--- src/rtl/adpll_pkg.sv ---
// Shared ADPLL types: period-counter state encoding and default counter width.
package adpll_pkg;

    localparam int DEFAULT_WIDTH = 20;

    typedef enum logic [1:0] {
        S_ALIGN,
        S_COUNT,
        S_WAIT_ACK
    } state_t;

endpackage

--- src/rtl/sync_edge_detect.sv ---
// Multi-flop synchroniser for an asynchronous level, plus a one-cycle rising-edge pulse.
module sync_edge_detect #(
    parameter int SYNC_STAGES = 2
) (
    input  logic clk_i,
    input  logic reset_n_i,
    input  logic async_i,
    output logic level_o,
    output logic rise_o
);

    logic [SYNC_STAGES-1:0] sync_q;
    logic                   level_p1;

    always_ff @(posedge clk_i or negedge reset_n_i) begin
        if (!reset_n_i) begin
            sync_q   <= '0;
            level_p1 <= 1'b0;
        end else begin
            sync_q   <= {sync_q[SYNC_STAGES-2:0], async_i};
            level_p1 <= sync_q[SYNC_STAGES-1];
        end
    end

    assign level_o = sync_q[SYNC_STAGES-1];
    assign rise_o  = level_o & ~level_p1;

endmodule

--- src/rtl/ref_period_counter.sv ---
// Measures reference periods in fpga_clk cycles and hands each result to the saver
// through a trigger / cleared handshake.
module ref_period_counter
    import adpll_pkg::*;
#(
    parameter int WIDTH       = DEFAULT_WIDTH,
    parameter int SYNC_STAGES = 2
) (
    input  logic             fpga_clk_i,
    input  logic             reset_n_i,
    input  logic             ref_i,
    input  logic             counter_cleared_i,
    output logic             trigger_o,
    output logic [WIDTH-1:0] counter_val_o,
    output logic             busy_o,
    output logic             missed_ack_o,
    output logic             overflow_o
);

    localparam logic [WIDTH-1:0] CNT_MAX = '1;

    function automatic logic at_max(input logic [WIDTH-1:0] v);
        return v == CNT_MAX;
    endfunction

    function automatic logic [WIDTH-1:0] sat_inc(input logic [WIDTH-1:0] v);
        return at_max(v) ? CNT_MAX : v + 1'b1;
    endfunction

    state_t           state_q;
    logic [WIDTH-1:0] cnt_q;
    logic             ref_rise;
    logic             ref_level_unused;
    logic             publish;

    sync_edge_detect #(
        .SYNC_STAGES(SYNC_STAGES)
    ) u_ref_sync (
        .clk_i    (fpga_clk_i),
        .reset_n_i(reset_n_i),
        .async_i  (ref_i),
        .level_o  (ref_level_unused),
        .rise_o   (ref_rise)
    );

    // The first edge after reset only aligns the counter; every later edge publishes.
    assign publish = ref_rise && (state_q != S_ALIGN);

    always_ff @(posedge fpga_clk_i or negedge reset_n_i) begin
        if (!reset_n_i) begin
            state_q       <= S_ALIGN;
            cnt_q         <= '0;
            counter_val_o <= '0;
            trigger_o     <= 1'b0;
            busy_o        <= 1'b0;
            missed_ack_o  <= 1'b0;
            overflow_o    <= 1'b0;
        end else begin
            trigger_o <= 1'b0;

            if (publish) begin
                counter_val_o <= sat_inc(cnt_q);
                trigger_o     <= 1'b1;
                busy_o        <= 1'b1;
                cnt_q         <= '0;
                if (at_max(cnt_q)) overflow_o <= 1'b1;
            end else if (state_q != S_ALIGN) begin
                cnt_q <= sat_inc(cnt_q);
                if (at_max(cnt_q)) overflow_o <= 1'b1;
            end

            case (state_q)
                S_ALIGN: begin
                    if (ref_rise) begin
                        cnt_q   <= '0;
                        state_q <= S_COUNT;
                    end
                end
                S_COUNT: begin
                    if (ref_rise) state_q <= S_WAIT_ACK;
                end
                S_WAIT_ACK: begin
                    // A coincident acknowledge retires the old value; the new publish keeps busy set.
                    if (ref_rise) begin
                        if (!counter_cleared_i) missed_ack_o <= 1'b1;
                    end else if (counter_cleared_i) begin
                        busy_o  <= 1'b0;
                        state_q <= S_COUNT;
                    end
                end
                default: state_q <= S_ALIGN;
            endcase
        end
    end

endmodule

--- config.mk ---
export PLATFORM = sky130hd
export DESIGN_NAME = ref_period_counter
export DESIGN_NICKNAME = d
export VERILOG_FILES = /design/src/rtl/adpll_pkg.sv /design/src/rtl/sync_edge_detect.sv /design/src/rtl/ref_period_counter.sv
export SDC_FILE = /design/constraint.sdc
export NUM_CORES = 1
export LEC_CHECK = 0
export BUFFER_PORTS_ARGS = -buffer_cell sky130_fd_sc_hd__buf_2
export CORE_MARGIN = 2
export CORE_UTILIZATION = 60
export CTS_BUF_LIST = sky130_fd_sc_hd__clkbuf_16
export DETAILED_ROUTE_END_ITERATION = 12
export PLACE_DENSITY = 0.78
export SYNTH_ARGS = -nofsm -noshare
export SYNTH_HDL_FRONTEND = slang
export SYNTH_SLANG_ARGS = --single-unit
--- constraint.sdc ---
create_clock -name fpga_clk_i -period 3.05 [get_ports fpga_clk_i]
set_input_delay 0.61 -clock fpga_clk_i [delete_from_list [all_inputs] [get_ports fpga_clk_i]]
set_output_delay 0.61 -clock fpga_clk_i [all_outputs]
set_load 0.005 [all_outputs]
Word-level counts from Yosys, hierarchy flattened

Cells that the tools add are included.

Bitwise gates (word level): 3
Mux-type cells: 18
Reductions and logical operators: 6
$add $sub $neg: 1
Equal/unequal tests: 7

Operator list:

| operator                | count |
|---|---|
| $mux W20                | 5 |
| $add A20 B1 Y20 const B | 1 |
| $eq A20 B20 Y1 const B  | 1 |
| $mux W1                 | 8 |
| $mux W2                 | 4 |
| $ne A2 B2 Y1 const B    | 4 |
| $pmux W2 S3             | 1 |
| $reduce_and A4 Y1       | 1 |
| $reduce_bool A2 Y1      | 2 |
| $reduce_and A3 Y1       | 1 |
| $eq A2 B1 Y1 const B    | 1 |
| $eq A2 B2 Y1 const B    | 1 |
| $logic_not A2 Y1        | 1 |
| $not A1 Y1              | 2 |
| $and A1 B1 Y1           | 1 |
| $logic_and A1 B1 Y1     | 1 |

Output and inout bits: 24
Logic and storage cells: 44
Flip-flop bits (word level): 49
Input bits: 4

Longest topological paths before layout

Word-level depth: 7
Depth in mapped cells: 7
Gate-level depth less buffers: 6

Hierarchy

From an unflattened synthesis, not the netlist that was laid out.

Cell total of the unflattened synthesis: 248
Area total of the unflattened synthesis: 2467.4 um^2

Modules (own cells, without submodules):

| module             | area an instance (um^2) | seq. area each (um^2) | cells an instance | times used |
|---|---|---|---|---|
| ref_period_counter | 2378.5                  | 1151.1                | 244               | 1 |
| sync_edge_detect   | 88.8                    | 75.1                  | 4                 | 1 |

Worst setup path after synthesis

OpenSTA, ideal clock, no wires.

Path kind: register to register
From: register cnt_q[0]
To: register counter_val_o[7]
Arrival time: 1.662 ns
Buffers on the path: 1
Stages on the path, launching flop included: 8
Slack: 1.269 ns
Period minus slack after synthesis: 1.781 ns
Required time: 2.931 ns
Setup time: 0.119 ns
Path through: dfrtp_1 ha_1 nand3_2 nor4_4 buf_4 a21oi_1 o21ai_0 o21a_1

Word-level cells in the longest chain between the ends: 2
Elaborated cells on any way between the ends: 3
Classes of those cells: add/sub (1); eq/ne (1); mux (1)

Ends and longest elaborated chain:

| element                                                  | line                                               | text |
|---|---|---|
| start: declaration                                       | ref_period_counter.sv:31                           | `logic [WIDTH-1:0] cnt_q;` |
| start signal: assignment                                 | ref_period_counter.sv:68                           | `cnt_q <= sat_inc(cnt_q);` |
| $add A20 B1 Y20 / $eq A20 B20 Y1 (equally long branches) | ref_period_counter.sv:27, ref_period_counter.sv:23 |  |
| $mux W20 (*)                                             | ref_period_counter.sv:27                           | `return at_max(v) ? CNT_MAX : v + 1'b1;` |
| end signal: assignment                                   | ref_period_counter.sv:62                           | `counter_val_o <= sat_inc(cnt_q);` |
| end: declaration                                         | ref_period_counter.sv:14                           | `output logic [WIDTH-1:0] counter_val_o,` |

Every way passes the cells marked *; elsewhere a longest branch is shown, timed or not.
A chain may end at the register's enable or synchronous reset.

Worst setup path in the final report

From: register cnt_q[0]
To: register cnt_q[10]

Word-level cells in the longest chain between the ends: 6
Elaborated cells on any way between the ends: 7
Classes of those cells: add/sub (1); eq/ne (1); mux (5)

Ends and longest elaborated chain:

| element                                                  | line                                               | text |
|---|---|---|
| $add A20 B1 Y20 / $eq A20 B20 Y1 (equally long branches) | ref_period_counter.sv:27, ref_period_counter.sv:23 |  |
| $mux W20 (*)                                             | ref_period_counter.sv:27                           |  |
| $mux W20 (*)                                             | ref_period_counter.sv:67                           | `end else if (state_q != S_ALIGN) begin` |
| $mux W20 (*)                                             | ref_period_counter.sv:61                           | `if (publish) begin` |
| $mux W20                                                 | ref_period_counter.sv:74                           | `if (ref_rise) begin` |
| $mux W20 (*)                                             | ref_period_counter.sv:72                           | `case (state_q)` |

Marked as above.

==> metrics.yaml <==
run_status:
  status: "finished clean"
cts:
  clkSinkCount: 49
  post_cts_buffers: 0
  cts_buffers: 5
  cts_buffer_depth: 2
  htreeDepth: 2
  insertion_delay_ns: 0.28
  clk_pin_slew_ns: 0.06
  cts_hold_buf: 0
  cts_resized: 0
  cts_tree: "built"
  clockRootBuffer: "clkbuf_16"
synthesis:
  synth-compound-area-share: 0.185
  ys_ff_latch: 49
  synth_largest_area_cell: "dfrtp_1"
  synth_top_family_by_area: "simple AND/OR/NAND/NOR gates"
  synth_fp_nets: 241
  synth.area.mux_share: 0.00853
  synthFlopType: "dfrtp_1"
  synth-xor-area-share: 0.0485
  yosys-top-cells-area: "dfrtp_1 (52%), nor2_1 (4.3%), a21oi_1 (4.3%), xnor2_1 (3.7%), a31oi_1 (3.2%)"
  synth.avg_cell_area_um2: 9.94
  synthAdderAreaFrac: 0.00533
  yosys.area_share.simple: 0.199
  ys_types: 42
  async_flop_share: 1.00
  synth_area_mm2: 0.00235
  netlist_instances: 236
  synth_top_area_frac: 0.523
  yosysSeqAreaShare: 0.523
  synth_enable_flop_cells: 0
  synth-warning-count: 0
timing:
  fmax_mhz: 436
  grt_setup_unrepaired: "false"
  post-route-period-util: 0.752
  final.min_clock_period_ns: 2.29
  layout_setup_ws_ns: 0.755
  maxSlewViolCount: 0
  relSlewSlack: 0.296
  tns_ns: 0
  setup_viol: 0
  hold_viol: 0
  max_slew.worst_pin.slew_ns: 1.06
  skew_ns: 0.00404
placed_design:
  dp_hpwl_um: 3260
  dpl_cell_area_mm2: 0.00250
  place_ws_ns: 0.774
  placed_cells: 301
  place_congestion: 0.827
  io_buffers: 27
layout:
  area_delta_synth_final_pct: 12.3
  drive_gt1_frac: 0.181
  finish.instance_area_mm2: 0.00264
  final_cell_mix: "dfrtp_1 (49), nor2_1 (27), buf_2 (27)"
  fin_cells: 307
  n_antenna_cell: 0
  nets: 265
  final_common_cell: "dfrtp_1"
  fillers: 298
power:
  power_switching_mw: 0.652
  pwr-share-seq: 0.462
  p_int_mw: 1.35
  pwr-share-comb: 0.286
  power_density_mw_per_mm2: 761
  p_clk_frac: 0.252
  power.leakage_nw: 1.14
  max-vdd-ir-drop_mv: 0.561
  swShare: 0.325
critical_path:
  critical-path-slowest-cell: "nor4_4"
  worstPathArrival_ns: 2.48
  critPathBufInv: 0
  path_depth: 6
  critPathTopFamily: "simple AND/OR/NAND/NOR gates"
  critPathRequiredTime_ns: 3.24
  endpoint_kind: "flop"
  worstRegToRegCells: 6
  path_max_fanout: 13
  r2r_start: "cnt_q[0]$_DFF_PN0_"
  crit_chain: "ha_1, nand3_2, nor4_4, and2_1, nor3_2, a311oi_1"
  slowest_delay_ns: 0.57
  worstSetupPathType: "reg -> reg"
  startpoint_type: "flop"
  setup.worst_path.start: "cnt_q[0]$_DFF_PN0_"
floorplan:
  coreArea_mm2: 0.00372
  dieArea_mm2: 0.00443
  dieHeight_um: 66.5
  core.rowCount: 22
  num_io_pins: 28
  initial_core_util: 0.631
  die-width_um: 66.5
global_routing:
  antenna_found_initial: 0
  grt_max_degree: 50
  grt_pass1_vias: 1822
  grtUsageTotal: 0.259
  gr-total-overflow: 0
  grt_pass1_wl_um: 8630
route:
  dr.pass1.iters: 4
  vias: 1884
  drtIter0Drc: 216
  antenna_left: 0
  wl_per_cell_um: 16.1
  drt-total-wl_um: 4950
  avgViaCountPerCell: 6.14
  route.detailed.drc: 0
min_path:
  hold_start: "u_ref_sync.sync_q[0]$_DFF_PN0_"
  whs_path_depth: 0
  min_path_type: "reg -> reg"
job:
  maxCapViolCount: 0
## stage by stage
step,hold WS (ns),util,power [mW]
finish,0.352,0.709,2.00
global route,0.366,0.709,2.14
CTS,0.354,0.709,2.03
detailed placement,0.341,0.674,1.51
global placement,0.336,0.674,1.49
floorplan,0.314,-,1.26
## sequential cells by signal (all words and copies together) (netlist names)
name                 flops
busy_o                   1
cnt_q                   20
counter_val_o           20
missed_ack_o             1
overflow_o               1
state_q                  2
trigger_o                1
u_ref_sync.level_p1      1
u_ref_sync.sync_q        2
## area by class of cell
type	instances	area [µm²]	share of cell area
inverter	2	7.51	0.00285
clock buffer	5	125	0.0475
multi-input combinational	171	1050	0.397
sequential	49	1230	0.465
tap	48	60.1	0.0228
timing repair buffer	31	165	0.0627
clock inverter	1	5.00	0.00190
## worst reg2reg max path, cell delays in order, from the launching register on
cell      delay, ns
dfrtp_1        0.43
ha_1           0.27
nand3_2        0.22
nor4_4         0.57
and2_1         0.37
nor3_2         0.08
a311oi_1       0.26
## cell families after synthesis
group,count (synthesis)
AND/OR/NAND/NOR,86
AO/OA/AOI/OAI,69
multiplexers,2
XOR/XNOR,13
buffers and inverters,16
adder cells (fa/ha/maj),1
flip-flops,49
## synth_stat cells, types with 2 or more instances
cell type	instances
buf_2	5
xor2_1	3
a211oi_1	4
o22a_1	2
nor3_2	3
nand2b_1	4
nor3_1	12
a311oi_1	5
nand2_1	13
mux2i_1	2
and2_1	2
xnor2_1	10
o21ai_1	2
a21oi_1	20
and4_1	3
dfrtp_1	49
nand2_2	2
and3_1	6
a31oi_1	12
o21ai_0	12
clkbuf_1	6
a41oi_1	3
nand3_1	7
buf_4	2
o22ai_1	2
nor2_1	27
o21a_1	3
## final timing paths
| check | to | slack, ns |
|---|---|---|
| worst min register to register | u_ref_sync.sync_q[1]$_DFF_PN0_ | 0.35 |
| max in group asynchronous | cnt_q[16]$_DFF_PN0_ | 1.89 |
| worst min-delay path | u_ref_sync.sync_q[1]$_DFF_PN0_ | 0.35 |
| worst max-delay path | cnt_q[10]$_DFF_PN0_ | 0.76 |
| worst max register to register | cnt_q[10]$_DFF_PN0_ | 0.76 |
| min in group asynchronous | counter_val_o[5]$_DFFE_PN0P_ | 0.52 |
## metal layers
| metal | vias to the layer above | wire length, µm | track usage |
|---|---|---|---|
| met4 | 0 | 38 | 0.0740 |
| met3 | 4 | 263 | 0.0557 |
| met1 | 926 | 2310 | 0.359 |
| met2 | 51 | 2330 | 0.411 |
| li1 | 903 | - | - |
| met5 | - | 0 | 0 |
## power groups by stage
stage	clock network [mW]	registers, mW	logic [mW]
after global placement	0	0.929	0.560
after detailed placement	0	0.939	0.575
after CTS	0.518	0.928	0.580
after global routing	0.543	0.950	0.650
final	0.506	0.926	0.573
after floorplan	0	0.932	0.333
Note: power is estimated with default switching activity, not from simulation.
